[config.mk]
export PLATFORM = sky130hd
export DESIGN_NAME = replay_ctrl
export DESIGN_NICKNAME = d
export VERILOG_FILES = /design/src/rtl/replay_ctrl.sv
export SDC_FILE = /design/constraint.sdc
export NUM_CORES = 1
export LEC_CHECK = 0
export BUFFER_PORTS_ARGS = -buffer_cell sky130_fd_sc_hd__buf_2
export CORE_UTILIZATION = 31
export CTS_CLUSTER_DIAMETER = 40
export DETAILED_ROUTE_END_ITERATION = 10
export GPL_ROUTABILITY_DRIVEN = 0
export PLACE_DENSITY_LB_ADDON = 0.15
export REMOVE_ABC_BUFFERS = 1
export SLEW_MARGIN = 10
export SYNTH_ARGS = -nofsm -noshare
export SYNTH_HDL_FRONTEND = slang
export SYNTH_SLANG_ARGS = --single-unit
[constraint.sdc]
create_clock -name clk -period 6.14 [get_ports clk]
set_input_delay 0.614 -clock clk [delete_from_list [all_inputs] [get_ports clk]]
set_output_delay 0.614 -clock clk [all_outputs]
set_load 0.01 [all_outputs]
[src/rtl/replay_ctrl.sv]
// replay_ctrl: circular write / oldest-first replay controller that sits in
// front of a single-clock buffer RAM with a registered read port. The RAM
// write enable is held low for the whole replay, because the RAM releases
// its data bus whenever a write is in progress.
module replay_ctrl #(
  parameter int DATA_W = 16,
  parameter int ADDR_W = 3,
  parameter int DEPTH  = 8
) (
  input  logic              clk,
  input  logic              rst_n,
  input  logic              in_valid,
  input  logic [DATA_W-1:0] in_data,
  output logic              in_ready,
  input  logic              clear,
  input  logic              replay_req,
  output logic              replay_busy,
  output logic              out_valid,
  output logic [DATA_W-1:0] out_data,
  output logic [ADDR_W:0]   count,
  output logic              ram_we,
  output logic [ADDR_W-1:0] ram_w_addr,
  output logic [DATA_W-1:0] ram_din,
  output logic              ram_oe,
  output logic [ADDR_W-1:0] ram_r_addr,
  input  logic [DATA_W-1:0] ram_dout
);

  typedef enum logic [1:0] {
    IDLE  = 2'd0,
    READ  = 2'd1,
    DRAIN = 2'd2
  } state_t;

  localparam logic [ADDR_W:0]   FULL_CNT = (ADDR_W+1)'(DEPTH);
  localparam logic [ADDR_W:0]   ONE_CNT  = (ADDR_W+1)'(1);
  localparam logic [ADDR_W-1:0] ONE_PTR  = ADDR_W'(1);

  state_t            state_q, state_d;
  logic [ADDR_W-1:0] wr_ptr_q, wr_ptr_d;
  logic [ADDR_W:0]   count_q, count_d;
  logic [ADDR_W-1:0] rd_ptr_q, rd_ptr_d;
  logic [ADDR_W:0]   remaining_q, remaining_d;
  logic              issued_q, issued_d;
  logic              is_idle;
  logic              accept;

  assign is_idle     = (state_q == IDLE);
  assign in_ready    = is_idle & rst_n;
  assign accept      = in_valid & in_ready;

  assign ram_we      = accept;
  assign ram_w_addr  = wr_ptr_q;
  assign ram_din     = in_data;
  assign ram_r_addr  = rd_ptr_q;

  assign replay_busy = ~is_idle;
  assign ram_oe      = ~is_idle;
  assign out_valid   = issued_q;
  assign out_data    = ram_dout;
  assign count       = count_q;

  // Next-state logic: write bookkeeping, clear, and the replay sequencer.
  // The replay start pointer uses the post-write pointer and count so a word
  // accepted in the request cycle is included as the newest entry.
  always_comb begin
    state_d     = state_q;
    wr_ptr_d    = wr_ptr_q;
    count_d     = count_q;
    rd_ptr_d    = rd_ptr_q;
    remaining_d = remaining_q;
    issued_d    = (state_q == READ);

    if (accept) begin
      wr_ptr_d = wr_ptr_q + ONE_PTR;
    end

    if (is_idle) begin
      if (clear) begin
        count_d = accept ? ONE_CNT : '0;
      end else if (accept && (count_q != FULL_CNT)) begin
        count_d = count_q + ONE_CNT;
      end
    end

    case (state_q)
      IDLE: begin
        if (replay_req && !clear && (count_d != '0)) begin
          state_d     = READ;
          rd_ptr_d    = wr_ptr_d - count_d[ADDR_W-1:0];
          remaining_d = count_d;
        end
      end
      READ: begin
        rd_ptr_d    = rd_ptr_q + ONE_PTR;
        remaining_d = remaining_q - ONE_CNT;
        if (remaining_q == ONE_CNT) begin
          state_d = DRAIN;
        end
      end
      DRAIN: begin
        state_d = IDLE;
      end
      default: begin
        state_d = IDLE;
      end
    endcase
  end

  // State register; reset drops everything, including out_valid, at once.
  always_ff @(posedge clk or negedge rst_n) begin
    if (!rst_n) begin
      state_q     <= IDLE;
      wr_ptr_q    <= '0;
      count_q     <= '0;
      rd_ptr_q    <= '0;
      remaining_q <= '0;
      issued_q    <= 1'b0;
    end else begin
      state_q     <= state_d;
      wr_ptr_q    <= wr_ptr_d;
      count_q     <= count_d;
      rd_ptr_q    <= rd_ptr_d;
      remaining_q <= remaining_d;
      issued_q    <= issued_d;
    end
  end

endmodule
==> results_dict.tcl, run 1 <==
set metrics [dict create \
    status "finished clean" \
    grt_overflow_total 0 \
    areaGrowthSynthToFinish_pct -4.352 \
    skew_ps 2.591 \
    synth_area_leaders "dfrtp_1 (32%), buf_4 (19%), ha_1 (6.6%)" \
    netlist_area_um2 1323 \
    antenna_found_initial 0 \
    grt_start_max_net_pins 22 \
    cts_tree "done" \
    cts-root-buf "clkbuf_8" \
    viasPerCell 5.300 \
    diodes 0 \
    fin_nets 176 \
    cp_max_fo 21 \
    syn_inst 143 \
    synth-simple-area-share 0.1930 \
    core_area_um2 4058 \
    tns_ps 0 \
    place_hpwl_um 2765 \
    end_kind "flop" \
    synth-xor-area-share 0.03311 \
    worstPathRequired_ps 6270 \
    port-buffer-count 19 \
    synth_compound_area_frac 0.1457 \
    max_freq_mhz 310.7 \
    yosys_most_used_dff "dfrtp_1" \
    worstRegToRegCells 10 \
    path_cells "buf_2 > nand4bb_1 > inv_1 > a21oi_1 > nor3_2 > ha_1 > inv_1 > fa_1 > xor2_1 > xnor2_1 > o311a_1" \
    leakagePower_uw 0.0005680 \
    period_needed_ps 3219 \
    drive_gt1_frac 0.2308 \
    finalHoldViolations 0 \
    async_flop_share 1.000 \
    clk_latency_ps 250 \
    drc 0 \
    ant_nets 0 \
    crit_slowest_cell "nor3_2" \
    seq_area_frac_synth 0.3217 \
    cts_setup_buffers 0 \
    die_x_um 67.32 \
    netlist.top_cell.by_area "dfrtp_1" \
    synth.distinct_cells 42 \
    drv_slew 0 \
    via_count 954 \
    start_kind "input pin" \
    grt_pass1_wl_um 5602 \
    worstSetupPathType "input pin to flop" \
    h-tree-depth 1 \
    cpPeakStageDelay_ps 390 \
    die_h_um 67.32 \
    num_io_pins 84 \
    stdcell_area_um2 1265 \
    drtIter0Drc 54 \
    finalSetupViolCount 0 \
    tightest_slew_ps 484.0 \
    wl_per_cell_um 20.23 \
    ys_ff_latch 17 \
    relSlewSlack 0.6767 \
    cts.hold.buffers_added 0 \
    vdd_drop_max_v 0.0001562 \
    synthAdderAreaFrac 0.08136 \
    fillers 428 \
    clock_path_buffers 2 \
    path_clk_slew_ps 70 \
    gr-usage-all-layers 0.1776 \
    fp-row-count 23 \
    synth_top_family_by_area "buffers and inverters" \
    wl_um 3642 \
    synth_top_area_share 0.3217 \
    synth.avg_cell_area_um2 9.248 \
    crit_top_cell "inv_1" \
    first_pass_iters 4 \
    numCtsBuffers 3 \
    yosys_warnings 0 \
    place_area_um2 1220 \
    powerDensity_nw_per_um2 480.0 \
    post_cts_resized 0 \
    timing.final.crit_share 0.5242 \
    hold_class "input pin to asynchronous set/reset pin" \
    synth_edf_count 0 \
    rsz0062_at_grt "no" \
    synthMuxAreaShare 0 \
    start_util 0.3259 \
    crit_arrival_ps 3350 \
    max_cap_viol_count 0 \
    cts_sinks 17 \
    dieArea_um2 4531 \
    grt_pass1_vias 921 \
]
[per-stage QoR]
step	power, µW	hold slack, ps	util	cells	setup WS, ps
after floorplan	430.8	318.4	-	107	3363
after global placement	531.2	521.0	0.3006	176	2748
after detailed placement	529.6	514.3	0.3006	176	2628
after CTS	617.9	319.0	0.3117	180	2896
after global routing	673.4	339.5	0.3117	180	2653
final	607.2	308.4	0.3117	180	2921
[cell type report]
class	count	area (µm²)	area share
multi-input combinational	80	599.3	0.4738
sequential	17	425.4	0.3363
timing repair buffer	19	95.09	0.07517
tap	50	62.56	0.04946
clock buffer	4	45.04	0.03561
inverter	10	37.54	0.02967
[layout by cell type, fill, tap and decap left out, types with 2 or more instances in the layout]
cell type  instances
a211oi_1           3
o21ai_0            6
ha_1               7
nand2_1            8
nand3_1            4
a31oi_1            2
a22oi_1            2
nand4bb_1          2
buf_2             19
or3_1              2
nor3_1             5
nor2_1             6
nor4_1             2
a21oi_1            5
clkbuf_8           3
dfrtp_1           17
xnor2_1            4
inv_1             10
[Yosys cell counts (all sizes together), types with 2 or more instances]
library cell	number
or3	2
buf	35
or4	2
a22oi	2
o21ai	7
a21boi	3
a31oi	2
inv	10
ha	7
nand3	4
nand4bb	2
a211oi	3
o211ai	2
nor2	6
nand2	8
nand2b	2
nor4	3
a21oi	5
dfrtp	17
nor3	6
xnor2	4
[path summary, 6_finish.rpt]
| path | startpoint | end | slack, ps |
|---|---|---|---|
| max in group asynchronous | rst_n | ram_r_addr[1] | 5510 |
| setup / recovery | rst_n | ram_r_addr[2] | 2920 |
| min in group clk | state_q[1] | state_q[1] | 520 |
| hold reg to reg | state_q[1] | state_q[1] | 520 |
| setup reg to reg | state_q[0] | ram_r_addr[2] | 3220 |
| hold / removal | rst_n | out_valid | 310 |
[report_power, final]
part	switching, µW	total [µW]	internal, µW
clock	38.6	84.6	46.0
sequential	46.0	206	160
combinational	176	317	141
[worst max-delay path, delay by kind of cell]
family / cells / cell delay [ps]
adder cells (fa/ha/maj): 2 / 600
AO/OA/AOI/OAI: 2 / 380
XOR/XNOR: 2 / 320
buffers and inverters: 3 / 670
AND/OR/NAND/NOR: 2 / 770
[registers in the layout (all words and copies together) (netlist names)]
name and flops:
out_valid 1, remaining_q 4, count 4, state_q 2, ram_w_addr 3, ram_r_addr 3
[routing by layer]
layer  global-route usage  up-vias  share of wire
li1                     -      438              -
met1               0.2347      460           0.45
met2               0.2125       54           0.38
met3               0.1588        2           0.17
met4              0.02394        0         0.0027
met5                    0        -              0
[cell families after synthesis]
family,after synthesis
simple gates,40
xor+xnor,5
flops,17
fa+ha+maj,8
buf+inv,46
compound gates,27
Power figures use the tool's default switching activity.
==> inputs of run 2 (changes only) <==
--- a/config.mk
+++ b/config.mk
@@ -5,6 +5,7 @@
 export SDC_FILE = /design/constraint.sdc
 export NUM_CORES = 1
 export LEC_CHECK = 0
+export ABC_AREA = 1
 export BUFFER_PORTS_ARGS = -buffer_cell sky130_fd_sc_hd__buf_2
 export CORE_UTILIZATION = 31
 export CTS_CLUSTER_DIAMETER = 40
==> constraint.sdc (replaced) <==
create_clock -name clk -period 2.59 [get_ports clk]
set_input_delay 0.259 -clock clk [delete_from_list [all_inputs] [get_ports clk]]
set_output_delay 0.259 -clock clk [all_outputs]
set_load 0.01 [all_outputs]
==> run 2 against run 1 <==
Highest routed layer unchanged. Sequential share of layout area shrank 2.5 points. Utilization grew 0.20 points. First-iteration DRC count shrank 43%. Clock power grew 140%. Register-to-register slack lost 3000 ps. Count of clock-buffer cells in the layout is the same. Design area grew 8.0%. Final cell count grew 28%. Largest power group unchanged. Global-route usage shrank 0.96 points. Non-clock buffer count grew 2. Clock skew is essentially flat.
==> results_dict.tcl, run 2 <==
set metrics [dict create \
    worstRegToRegCells 19 \
    period_needed_ps 2327 \
    wl_per_cell_um 16.56 \
    netlist.top_cell.by_area "dfrtp_1" \
    wl_um 3826 \
    seq_area_frac_synth 0.3022 \
    place_hpwl_um 3038 \
    status "finished clean" \
    areaGrowthSynthToFinish_pct -2.933 \
    cts_tree "done" \
    start_kind "flop" \
    finalHoldViolations 0 \
    timing.final.crit_share 0.8986 \
    synth.most_common_cell "nand2_1" \
    max_cap_viol_count 0 \
    finalPower_uw 1618 \
    final_util 0.3138 \
    drv_slew 0 \
    fin_hold_ws_ps 6.555 \
    path_clk_slew_ps 70 \
    synth_edf_count 0 \
    grt_pass1_vias 1066 \
    place_worst_setup_slack_ps 182.2 \
    core_area_um2 4354 \
    numCtsBuffers 3 \
    skew_ps 2.171 \
    clock_path_buffers 2 \
    crit_path_start "count[0]" \
    die_x_um 69.39 \
    drtIter0Drc 31 \
    rsz0062_at_grt "no" \
    crit_arrival_ps 2480 \
    vdd_drop_max_v 0.0004925 \
    synth_area_leaders "dfrtp_1 (30%), buf_4 (18%), nand2_1 (15%)" \
    tns_ps 0 \
    async_flop_share 1.000 \
    synth_common_cells "nand2_1 (56), buf_4 (34), inv_1 (28)" \
    via_count 1057 \
    dieArea_um2 4814 \
    layout_commonest_cell "nand2_1" \
    port-buffer-count 19 \
    gr-usage-all-layers 0.1680 \
    syn_inst 189 \
    crit_slowest_cell "dfrtp_1" \
    ant_nets 0 \
    ff2ff_setup_slack_ps 260 \
    synth.avg_cell_area_um2 7.448 \
    diodes 0 \
    start_util 0.3233 \
    netlist_area_um2 1408 \
    synth_top_area_share 0.3022 \
    antenna_found_initial 0 \
    cts-root-buf "clkbuf_8" \
    cp_max_fo 6 \
    max_freq_mhz 429.7 \
    cpPeakStageDelay_ps 440 \
    grt_start_max_net_pins 19 \
    drive_gt1_frac 0.1844 \
    setup_ws_ps 262.5 \
    reg2reg_to "ram_r_addr[2]" \
    grt_overflow_total 0 \
    powerDensity_nw_per_um2 1184 \
    leakagePower_uw 0.0007800 \
    viasPerCell 4.576 \
    hold_class "input pin to asynchronous set/reset pin" \
    yosys_most_used_dff "dfrtp_1" \
    fp-row-count 24 \
    end_kind "flop" \
    num_io_pins 84 \
    fin_nets 225 \
    first_pass_iters 4 \
    grt_pass1_wl_um 6051 \
    h-tree-depth 1 \
    worstPathRequired_ps 2740 \
    crit_top_cell "nand2_1" \
    relSlewSlack 0.7127 \
    synth.distinct_cells 26 \
    final_cell_mix "nand2_1 (56), inv_1 (28), buf_2 (19)" \
    worstSetupPathType "flop to flop" \
    worstReg2RegStart "count[0]" \
    critPathTopFamily "simple AND/OR/NAND/NOR gates" \
    yosys_warnings 0 \
    ys_ff_latch 17 \
    clk_latency_ps 250 \
    cts_sinks 17 \
    path_cells "inv_1 > ha_1 > inv_1 > nor2_4 > nand2_1 > nand3b_1 > nand2_2 > inv_1 > ha_1 > inv_1 > fa_1 > inv_1 > nand2_1 > nand2_1 > nand2_1 > nand3_1 > nand2_1 > nand2_1 > nand2_1" \
    path_buf_inv 5 \
    die_h_um 69.39 \
    finalSetupViolCount 0 \
    drc 0 \
    tightest_slew_ps 430.5 \
]
## run 2: cell count changes after synthesis, sizes merged, moves of 6 or more
| cell | delta |
|---|---|
| inv | +18 |
| nand2 | +51 |
| nor3 | -6 |
| nand3 | +10 |
## run 2: cells by family after synthesis
group / Yosys count / synth area share
AO/OA/AOI/OAI: 10 / 0.04711
buffers and inverters: 64 / 0.2667
flip-flops: 17 / 0.3022
multiplexers: 1 / 0.007111
AND/OR/NAND/NOR: 85 / 0.2756
XOR/XNOR: 4 / 0.02489
adder cells (fa/ha/maj): 8 / 0.07644
## run 2: per-stage QoR
step	instances	area, µm²
floorplan	154	1141
CTS	231	1361
global placement	227	1316
global route	231	1366
finish	231	1366
detailed placement	227	1316
## run 2: power breakdown
| part | leakage (µW) | internal (µW) | switching (µW) | total, µW |
|---|---|---|---|---|
| Sequential | 0.000214 | 376 | 95.7 | 471 |
| Combinational | 0.000544 | 361 | 584 | 945 |
| Clock | 0.0000228 | 109 | 92.4 | 202 |
| Total | 0.000780 | 846 | 772 | 1620 |
## run 2: worst max path at each step
stage,end,slack (ps),depth (start not counted)
floorplan,ram_r_addr[2],350,19
global placement,ram_r_addr[2],270,19
detailed placement,ram_r_addr[2],180,19
CTS,ram_r_addr[2],180,19
global route,ram_r_addr[2],70,19
finish,ram_r_addr[2],260,19
## run 2: layout make-up
type,instances,area [µm²]
Fill cell,482,2988
Multi-Input combinational cell,108,611.8
Sequential cell,17,425.4
Timing Repair Buffer,21,110.1
Inverter,29,108.9
Tap cell,52,65.06
Clock buffer,4,45.04
## run 2: repair_timing
item,CTS,global route
endpoints found under the setup margin,0,1
gates resized for setup,0,1
buffers inserted,0,0
hold buffers,0,0
## run 2: metal layers
metal,share of wire,global-route usage,up-vias
li1,-,-,519
met1,0.46,0.2177,484
met2,0.38,0.2082,52
met3,0.16,0.1410,2
met4,0.0065,0.03401,0
met5,0,0.01111,-
==> inputs of run 3 (changes only) <==
--- a/config.mk
+++ b/config.mk
@@ -7,10 +7,11 @@
 export LEC_CHECK = 0
 export ABC_AREA = 1
 export BUFFER_PORTS_ARGS = -buffer_cell sky130_fd_sc_hd__buf_2
-export CORE_UTILIZATION = 31
+export CELL_PAD_IN_SITES_DETAIL_PLACEMENT = 0
+export CELL_PAD_IN_SITES_GLOBAL_PLACEMENT = 2
+export CORE_UTILIZATION = 20
 export CTS_CLUSTER_DIAMETER = 40
 export DETAILED_ROUTE_END_ITERATION = 10
-export GPL_ROUTABILITY_DRIVEN = 0
 export PLACE_DENSITY_LB_ADDON = 0.15
 export REMOVE_ABC_BUFFERS = 1
 export SLEW_MARGIN = 10
==> run 3 against run 2 <==
Register-to-register slack gained 40 ps. Clock power grew 4%. Non-clock buffer count up 3. Count of clock-buffer cells in the layout did not move. Sequential cell count stayed put. Critical path depth shrank 1. Total power rose by 3.6%. Clock skew about the same. First-iteration DRC count rose by 3.2%. Worst hold slack improved by 14 ps. Design area grew 6.1%. Critical path type unchanged. Largest cell class unchanged. Largest power group unchanged.
==> results_dict.tcl, run 3 (same netlist as run 2, synthesis figures left out) <==
set metrics [dict create \
    clkPwrFrac 0.126 \
    drtIter0Drc 32 \
    layout_commonest_cell "nand2_1" \
    cts_tree "done" \
    tns_ps 0 \
    timing.final.crit_share 0.8840 \
    end_kind "flop" \
    cp_max_fo 7 \
    die_h_um 85.89 \
    drc 0 \
    finalSetupViolCount 0 \
    period_needed_ps 2289 \
    antenna_found_initial 0 \
    start_kind "flop" \
    dieArea_um2 7377 \
    grt_overflow_total 0 \
    tightest_slew_ps 458.9 \
    worstSetupPathType "flop to flop" \
    max_freq_mhz 436.8 \
    wl_um 4313 \
    first_pass_iters 4 \
    gp_congestion 0.7353 \
    clock_path_buffers 2 \
    drive_gt1_frac 0.2033 \
    areaGrowthSynthToFinish_pct 3.022 \
    grt_pass1_vias 1164 \
    skew_ps 2.292 \
    via_count 1086 \
    grt_pass1_wl_um 6831 \
    grt_start_max_net_pins 19 \
    clk_latency_ps 260 \
    relSlewSlack 0.6937 \
    fin_nets 228 \
    num_io_pins 84 \
    core_area_um2 6794 \
    gr-usage-all-layers 0.1268 \
    drv_slew 0 \
    cts-root-buf "clkbuf_8" \
    path_clk_slew_ps 70 \
    worstPathRequired_ps 2740 \
    final_cell_mix "nand2_1 (56), inv_1 (28), buf_2 (19)" \
    wl_per_cell_um 15.51 \
    numCtsBuffers 3 \
    diodes 0 \
    vdd_drop_max_v 0.0003135 \
    seqPwrFrac 0.277 \
    max_cap_viol_count 0 \
    crit_arrival_ps 2440 \
    leakagePower_uw 0.0007948 \
    h-tree-depth 1 \
    die_x_um 85.89 \
    cts.hold.buffers_added 0 \
    hold_class "input pin to asynchronous set/reset pin" \
    start_util 0.2072 \
    ant_nets 0 \
    rsz0062_at_grt "no" \
    fp-row-count 30 \
    finalHoldViolations 0 \
    power.internal_uw 869.4 \
    finalPower_uw 1675 \
    status "finished clean" \
    place_hpwl_um 3391 \
    viasPerCell 3.906 \
    powerDensity_nw_per_um2 1155 \
    cts_sinks 17 \
    port-buffer-count 19 \
    net-switching-power_uw 806.1 \
    p_sw_frac 0.4811 \
    p_comb_frac 0.597 \
]
==> run 3: changes by cell type in the layout (fill, tap and decap cells not counted), sizes merged <==
| cell | change |
|---|---|
| buf | +3 |
==> run 3: power by group through the flow <==
stage	Clock [µW]	Sequential [µW]	Combinational, µW
2_1_floorplan	0	490	644
3_3_place_gp	0	472	1000
3_5_place_dp	0	477	977
4_1_cts	225	473	989
5_1_grt	235	478	1180
6_report	211	464	1000
==> run 3: final timing paths <==
path / endpoint / slack (ps) / from / cells after the start
worst max-delay path: ram_r_addr[2] / 300 / state_q[1] / 18
worst min-delay path: state_q[0] / 20 / rst_n / 2
worst max register to register: ram_r_addr[2] / 300 / state_q[1] / 18
worst min register to register: remaining_q[1] / 520 / remaining_q[1] / 2
max in group asynchronous: count[0] / 2340 / rst_n / 2
min in group clk: ram_w_addr[0] / 400 / in_valid / 3
==> run 3: what timing repair did <==
item                       in CTS  in global routing
gates resized for setup         0                  3
setup buffers                   0                  2
setup endpoints to repair       0                  1
==> run 3: area by class of cell <==
type	instances	area, µm²
well taps	96	120.1
clock buffers	4	45.04
flip-flops and latches	17	426.7
fillers	772	5344
repair buffers	24	132.6
multi-input cells	108	616.8
inverters	29	108.9
==> run 3: critical path: stages, from the launching register on <==
cell	delay [ps]
dfrtp_1	440
nor2_4	170
nand3_4	140
clkinv_1	140
nand2_1	60
nand2_1	60
nand2_2	80
inv_1	60
ha_1	120
inv_1	40
fa_1	370
inv_1	70
nand2_1	50
nand2_1	70
nand2_1	60
nand3_1	100
nand2_1	60
nand2_1	60
nand2_1	40
==> run 3: per-layer routing <==
layer  wire, µm  vias up  GRT usage
met2       1668       57     0.1667
met4         36        0    0.03182
met5          0        -          0
li1           -      525          -
met3        655        4     0.1011
met1       1953      500     0.1575
==> run 3: per-stage QoR <==
stage | worst slack [ps] | util | cells | hold slack [ps] | cell area (µm²)
floorplan | 348.2 | - | 154 | -36.59 | 1141
global placement | 180.2 | 0.2029 | 272 | 327.1 | 1379
detailed placement | 139.5 | 0.2029 | 272 | 325.8 | 1379
CTS | 130.3 | 0.2096 | 276 | 38.95 | 1424
global route | 34.97 | 0.2134 | 278 | 50.36 | 1450
finish | 300.5 | 0.2134 | 278 | 20.29 | 1450
